$ cat src/rtl/hazard_pkg.sv
// Shared types and constants for the hazard/forwarding unit and its scoreboard.
package hazard_pkg;

  // EXE operand source selects
  localparam logic [1:0] FWD_NONE = 2'd0;
  localparam logic [1:0] FWD_MEM  = 2'd1;
  localparam logic [1:0] FWD_WB   = 2'd2;

  // Register address fields in the scoreboard are sized for the widest core
  // this unit is expected to serve; narrower REG_AW values are zero-extended.
  localparam int SB_AW = 8;

  typedef struct packed {
    logic             v;
    logic [SB_AW-1:0] dest;
    logic             wb;
    logic             ld;
    logic             s;
    logic [SB_AW-1:0] src1;
    logic [SB_AW-1:0] src2;
    logic             two;
  } sb_entry_t;

  // Entry holds a live instruction that will write register r.
  function automatic logic sb_match(input sb_entry_t e, input logic [SB_AW-1:0] r);
    return e.v & e.wb & (e.dest == r);
  endfunction

endpackage

$ cat src/rtl/sb_entry_reg.sv
// One scoreboard entry register: synchronous clear, hold, or load.
module sb_entry_reg
  import hazard_pkg::*;
(
  input  logic      clk,
  input  logic      rst,
  input  logic      hold,
  input  sb_entry_t d,
  output sb_entry_t q
);

  // Clear on reset, otherwise load unless the pipeline is held.
  always_ff @(posedge clk) begin
    if (rst) begin
      q <= '0;
    end else if (!hold) begin
      q <= d;
    end
  end

endmodule

$ cat src/rtl/hazard_forward_unit.sv
// ID-stage hazard detector and EXE forwarding control driven by a private
// three-entry scoreboard (EXE, MEM, WB) of in-flight instructions.
module hazard_forward_unit
  import hazard_pkg::*;
#(
  parameter int REG_AW       = 4,
  parameter bit FWD_EN       = 1'b1,
  parameter bit SR_HAZARD_EN = 1'b1,
  parameter int CNT_W        = 16
) (
  input  logic              clk,
  input  logic              rst,
  input  logic              freeze_in,
  input  logic              flush,
  input  logic              id_valid,
  input  logic [REG_AW-1:0] id_src1,
  input  logic [REG_AW-1:0] id_src2,
  input  logic              id_two_src,
  input  logic [REG_AW-1:0] id_dest,
  input  logic              id_wb_en,
  input  logic              id_mem_r_en,
  input  logic              id_s,
  input  logic              id_cond_live,
  output logic              hazard,
  output logic [1:0]        fwd_sel1,
  output logic [1:0]        fwd_sel2,
  output logic [CNT_W-1:0]  stall_cnt
);

  sb_entry_t sb_d [3];
  sb_entry_t sb_q [3];

  logic [SB_AW-1:0] src1_x;
  logic [SB_AW-1:0] src2_x;

  assign src1_x = SB_AW'(id_src1);
  assign src2_x = SB_AW'(id_src2);

  // Entry 0 takes the ID instruction, killed by a stall or flush; older entries shift.
  always_comb begin
    sb_d[0]      = '0;
    sb_d[0].v    = id_valid & ~hazard & ~flush;
    sb_d[0].dest = SB_AW'(id_dest);
    sb_d[0].wb   = id_wb_en;
    sb_d[0].ld   = id_mem_r_en;
    sb_d[0].s    = id_s;
    sb_d[0].src1 = src1_x;
    sb_d[0].src2 = src2_x;
    sb_d[0].two  = id_two_src;
    sb_d[1]      = sb_q[0];
    sb_d[2]      = sb_q[1];
  end

  for (genvar k = 0; k < 3; k++) begin : g_sb
    sb_entry_reg u_entry (
      .clk  (clk),
      .rst  (rst),
      .hold (freeze_in),
      .d    (sb_d[k]),
      .q    (sb_q[k])
    );
  end

  logic raw_exe;
  logic raw_mem;
  logic haz_data;
  logic haz_flag;

  // ID stall: data/load-use hazard against EXE/MEM plus the status-flag hazard.
  always_comb begin
    raw_exe  = sb_match(sb_q[0], src1_x) | (id_two_src & sb_match(sb_q[0], src2_x));
    raw_mem  = sb_match(sb_q[1], src1_x) | (id_two_src & sb_match(sb_q[1], src2_x));
    haz_data = 1'b0;
    haz_flag = 1'b0;
    if (FWD_EN) begin
      haz_data = raw_exe & sb_q[0].ld;
    end else begin
      // WB needs no stall: the register file writes before ID reads.
      haz_data = raw_exe | raw_mem;
    end
    if (SR_HAZARD_EN) begin
      haz_flag = id_cond_live & sb_q[0].v & sb_q[0].s;
    end
    hazard = id_valid & (haz_data | haz_flag);
  end

  // EXE operand selects for the instruction in entry 0; MEM wins over WB.
  always_comb begin
    fwd_sel1 = FWD_NONE;
    fwd_sel2 = FWD_NONE;
    if (FWD_EN && sb_q[0].v) begin
      if (sb_match(sb_q[1], sb_q[0].src1)) begin
        fwd_sel1 = FWD_MEM;
      end else if (sb_match(sb_q[2], sb_q[0].src1)) begin
        fwd_sel1 = FWD_WB;
      end
      if (sb_q[0].two) begin
        if (sb_match(sb_q[1], sb_q[0].src2)) begin
          fwd_sel2 = FWD_MEM;
        end else if (sb_match(sb_q[2], sb_q[0].src2)) begin
          fwd_sel2 = FWD_WB;
        end
      end
    end
  end

  // Saturating count of stalled cycles; frozen cycles are not counted.
  always_ff @(posedge clk) begin
    if (rst) begin
      stall_cnt <= '0;
    end else if (!freeze_in) begin
      if (hazard && (stall_cnt != {CNT_W{1'b1}})) begin
        stall_cnt <= stall_cnt + 1'b1;
      end
    end
  end

endmodule

$ cat config.mk
export PLATFORM = sky130hd
export DESIGN_NAME = hazard_forward_unit
export DESIGN_NICKNAME = d
export VERILOG_FILES = /design/src/rtl/hazard_pkg.sv /design/src/rtl/sb_entry_reg.sv /design/src/rtl/hazard_forward_unit.sv
export SDC_FILE = /design/constraint.sdc
export NUM_CORES = 1
export LEC_CHECK = 0
export BUFFER_PORTS_ARGS = -buffer_cell sky130_fd_sc_hd__buf_2
export CAP_MARGIN = 10
export CELL_PAD_IN_SITES_DETAIL_PLACEMENT = 0
export CELL_PAD_IN_SITES_GLOBAL_PLACEMENT = 1
export CORE_MARGIN = 5
export CORE_UTILIZATION = 44
export DETAILED_ROUTE_END_ITERATION = 6
export GPL_TIMING_DRIVEN = 0
export PLACE_DENSITY = 0.89
export SLEW_MARGIN = 20
export SYNTH_ARGS = -nofsm -noshare
export SYNTH_HDL_FRONTEND = slang
export SYNTH_SLANG_ARGS = --single-unit
$ cat constraint.sdc
create_clock -name clk -period 5.5 [get_ports clk]
set_clock_uncertainty 0.05 [all_clocks]
set_input_delay 0 -clock clk [delete_from_list [all_inputs] [get_ports clk]]
set_output_delay 0 -clock clk [all_outputs]
set_load 0.01 [all_outputs]
==> flow_summary.json <==
{
  "crit_arrival_ns": 2.27,
  "setup_tns_ns": 0,
  "worst_pin_slew_ns": 0.7387,
  "drt_iter0_drc": 73,
  "setup_slack_ns": 3.366,
  "clock_latency_ns": 0.30,
  "period_share_pct": 38.80,
  "dp_slack_ns": 3.381,
  "synth-main-ff-cell": "dfxtp_1",
  "yosysWarnings": 0,
  "num-nets-final": 327,
  "die_w_um": 80.81,
  "syn_nets": 263,
  "synth-seq-area-share_pct": 40.84,
  "grt_pass1_wl_um": 8411,
  "critPathLaunchType": "flop",
  "ys_top_cells_by_area": "dfxtp_1 41%, mux2i_1 13%, nor2_1 6.6%, xnor2_1 5.6%, xor2_1 4.0%",
  "pin_count": 43,
  "netlist_instances": 240,
  "port_buffers": 41,
  "synth_edf_count": 0,
  "fmax_ghz": 0.4686,
  "finalSetupViolCount": 0,
  "diodes": 0,
  "vdd_ir_drop_max_uv": 151.4,
  "gp_congestion": 0.8309,
  "ys_types": 35,
  "grt_max_degree": 14,
  "hpwlAfterDp_um": 3661,
  "min_path_type": "input pin to flop",
  "critPathMaxFanout": 9,
  "cap_viol_max_count": 0,
  "r2r-start": "stall_cnt[0]$_SDFFE_PP0P_",
  "clk_pin_slew_worst_paths_ns": 0.08,
  "min_period_ns": 2.134,
  "core_area_um2": 4786,
  "remaining_drc_errors": 0,
  "num_rows": 25,
  "reg2regPathDepth": 7,
  "yosys.area.top_type_share_pct": 40.84,
  "die_h_um": 80.81,
  "drt_pass1_iterations": 4,
  "avgSynthCellArea_um2": 9.191,
  "synth-seq-cells": 45,
  "rsz0062_at_grt": "false",
  "async_reset_ff_share_pct": 0,
  "nFillCells": 442,
  "area_delta_synth_final_pct": 24.96,
  "cp_data_required_time_ns": 5.64,
  "cts_inserted_buffers": 5,
  "ctsRootBufferMaster": "clkbuf_8",
  "maxSlewHeadroom_pct": 50.75,
  "cts_resized": 0,
  "reg2reg_slack_ns": 3.37,
  "path_class": "flop to flop",
  "gr-total-overflow": 0,
  "cts_sinks": 45,
  "hold_violations": 0,
  "power_mw": 0.6352,
  "yosysTopAreaCell": "dfxtp_1",
  "finalWirelength_um": 4932,
  "leakage_nw": 1.160,
  "utilization_pct": 57.59,
  "grt_pass1_vias": 1807,
  "initial_core_util_pct": 46.09,
  "route.vias.total": 1893,
  "final_antenna_net_count": 0,
  "mappedNetlistArea_um2": 2206,
  "drive_above_1_share_pct": 20.98,
  "worstSetupEndpointType": "flop",
  "clockBufferDepth": 2,
  "timing.rr.end": "stall_cnt[0]$_SDFFE_PP0P_",
  "crit_path_end": "stall_cnt[0]$_SDFFE_PP0P_",
  "track_usage_pct": 16.35,
  "viasPerCell": 5.089,
  "wl_per_cell_um": 13.26,
  "powerDensity_nw_per_um2": 230.5,
  "status": "finished clean",
  "antenna_found_initial": 0,
  "crit_start": "stall_cnt[0]$_SDFFE_PP0P_",
  "htreeDepth": 2,
  "finalMaxSlewViolations": 0,
  "dieArea_um2": 6529,
  "cts_tree": "built"
}
[flip-flops by register name, summed over array words and instances, names as in the netlist]
name and cells:
g_sb.u_entry.q 29, stall_cnt 16
[worst max-delay path: stages, from the launching register on]
cell     delay, ns
dfxtp_1       0.40
ha_1          0.22
nand3_1       0.08
nor2_1        0.42
a41oi_4       0.29
nand2_2       0.20
nor2_1        0.09
mux2_2        0.28
[cell usage after synthesis (2+ instances only)]
| cell type | instances |
|---|---|
| dfxtp_1 | 45 |
| nor2_1 | 39 |
| mux2i_1 | 29 |
| xnor2_1 | 14 |
| a21oi_1 | 10 |
| nand3_1 | 10 |
| xor2_1 | 10 |
| clkbuf_1 | 8 |
| nand4_1 | 8 |
| o21ai_0 | 8 |
| or3_1 | 8 |
| nand2_1 | 6 |
| nor2b_1 | 6 |
| mux2_2 | 5 |
| nor3_1 | 4 |
| and2_1 | 3 |
| nor4_1 | 3 |
| and3_1 | 2 |
| buf_2 | 2 |
| nand2b_1 | 2 |
| nor3b_1 | 2 |
| o31ai_1 | 2 |
| or4_1 | 2 |
[per-layer routing]
metal  vias up  wire (µm)  GRT usage, %
li1        969          -             -
met1       865       2288         20.40
met2        48       2237         26.93
met3        11        306         4.767
met4         0         99         5.574
met5         -          0             0
[cells by family after synthesis]
group	share of synthesized area (%)
xor+xnor	9.529
flops	40.84
buf+inv	1.985
mux	15.71
compound gates	6.580
fa+ha+maj	0.5671
simple gates	24.79
[layout make-up]
class / count / area, µm² / share of cell area, %
buffer: 11 / 43.79 / 1.589
clock inverter: 1 / 5.005 / 0.1816
multi-input combinational: 184 / 1261 / 45.76
timing repair buffer: 57 / 365.4 / 13.25
clock buffer: 7 / 96.34 / 3.495
tap: 67 / 83.83 / 3.041
sequential: 45 / 900.9 / 32.68
[worst min path at each step]
| stage | cells after the start | slack (ns) | end | start |
|---|---|---|---|---|
| after floorplan | 1 | 0.09 | hazard | id_valid |
| after global placement | 3 | 0.18 | g_sb[0].u_entry.q[22]$_SDFFE_PP0N_ | id_dest[2] |
| after detailed placement | 3 | 0.19 | g_sb[0].u_entry.q[23]$_SDFFE_PP0N_ | id_dest[3] |
| after CTS | 4 | 0.006 | g_sb[0].u_entry.q[28]$_SDFFE_PP0N_ | flush |
| after global routing | 4 | 0.04 | g_sb[0].u_entry.q[28]$_SDFFE_PP0N_ | flush |
| final | 4 | 0.04 | g_sb[0].u_entry.q[28]$_SDFFE_PP0N_ | flush |
[cells in the final DEF, fill, tap and decap left out, types with 3 or more instances in the layout]
cell / synthesis / layout
clkbuf_1: 8 / 8
nand2_1: 6 / 6
nand4_1: 8 / 8
xor2_1: 10 / 10
nor2b_1: 6 / 6
dlygate4sd3_1: 0 / 16
or3_1: 8 / 8
mux2i_1: 29 / 29
xnor2_1: 14 / 14
buf_2: 2 / 43
dfxtp_1: 45 / 45
nor3_1: 4 / 4
o21ai_0: 8 / 8
clkbuf_8: 0 / 7
a21oi_1: 10 / 10
mux2_2: 5 / 5
nand3_1: 10 / 10
nor2_1: 39 / 39
and2_1: 3 / 3
nor4_1: 3 / 3
[per-stage QoR]
step	cells	instance area, µm²	hold slack (ns)
floorplan	240	2206	0.08710
global placement	348	2495	0.1794
detailed placement	348	2495	0.1883
CTS	372	2756	0.006203
global route	372	2756	0.03897
finish	372	2756	0.03774
[timing repair]
action / CTS / global route
setup buffers: 0 / 0
hold endpoints to repair: 16 / 0
endpoints found under the setup margin: 0 / 0
hold buffers: 16 / 0
[where the power goes]
group          internal (mW)  total (mW)  switching, mW
sequential             0.335       0.345         0.0104
clock                  0.114       0.223          0.110
combinational         0.0351      0.0666         0.0315
total                  0.484       0.635          0.152
(Power assumes the default switching activity.)
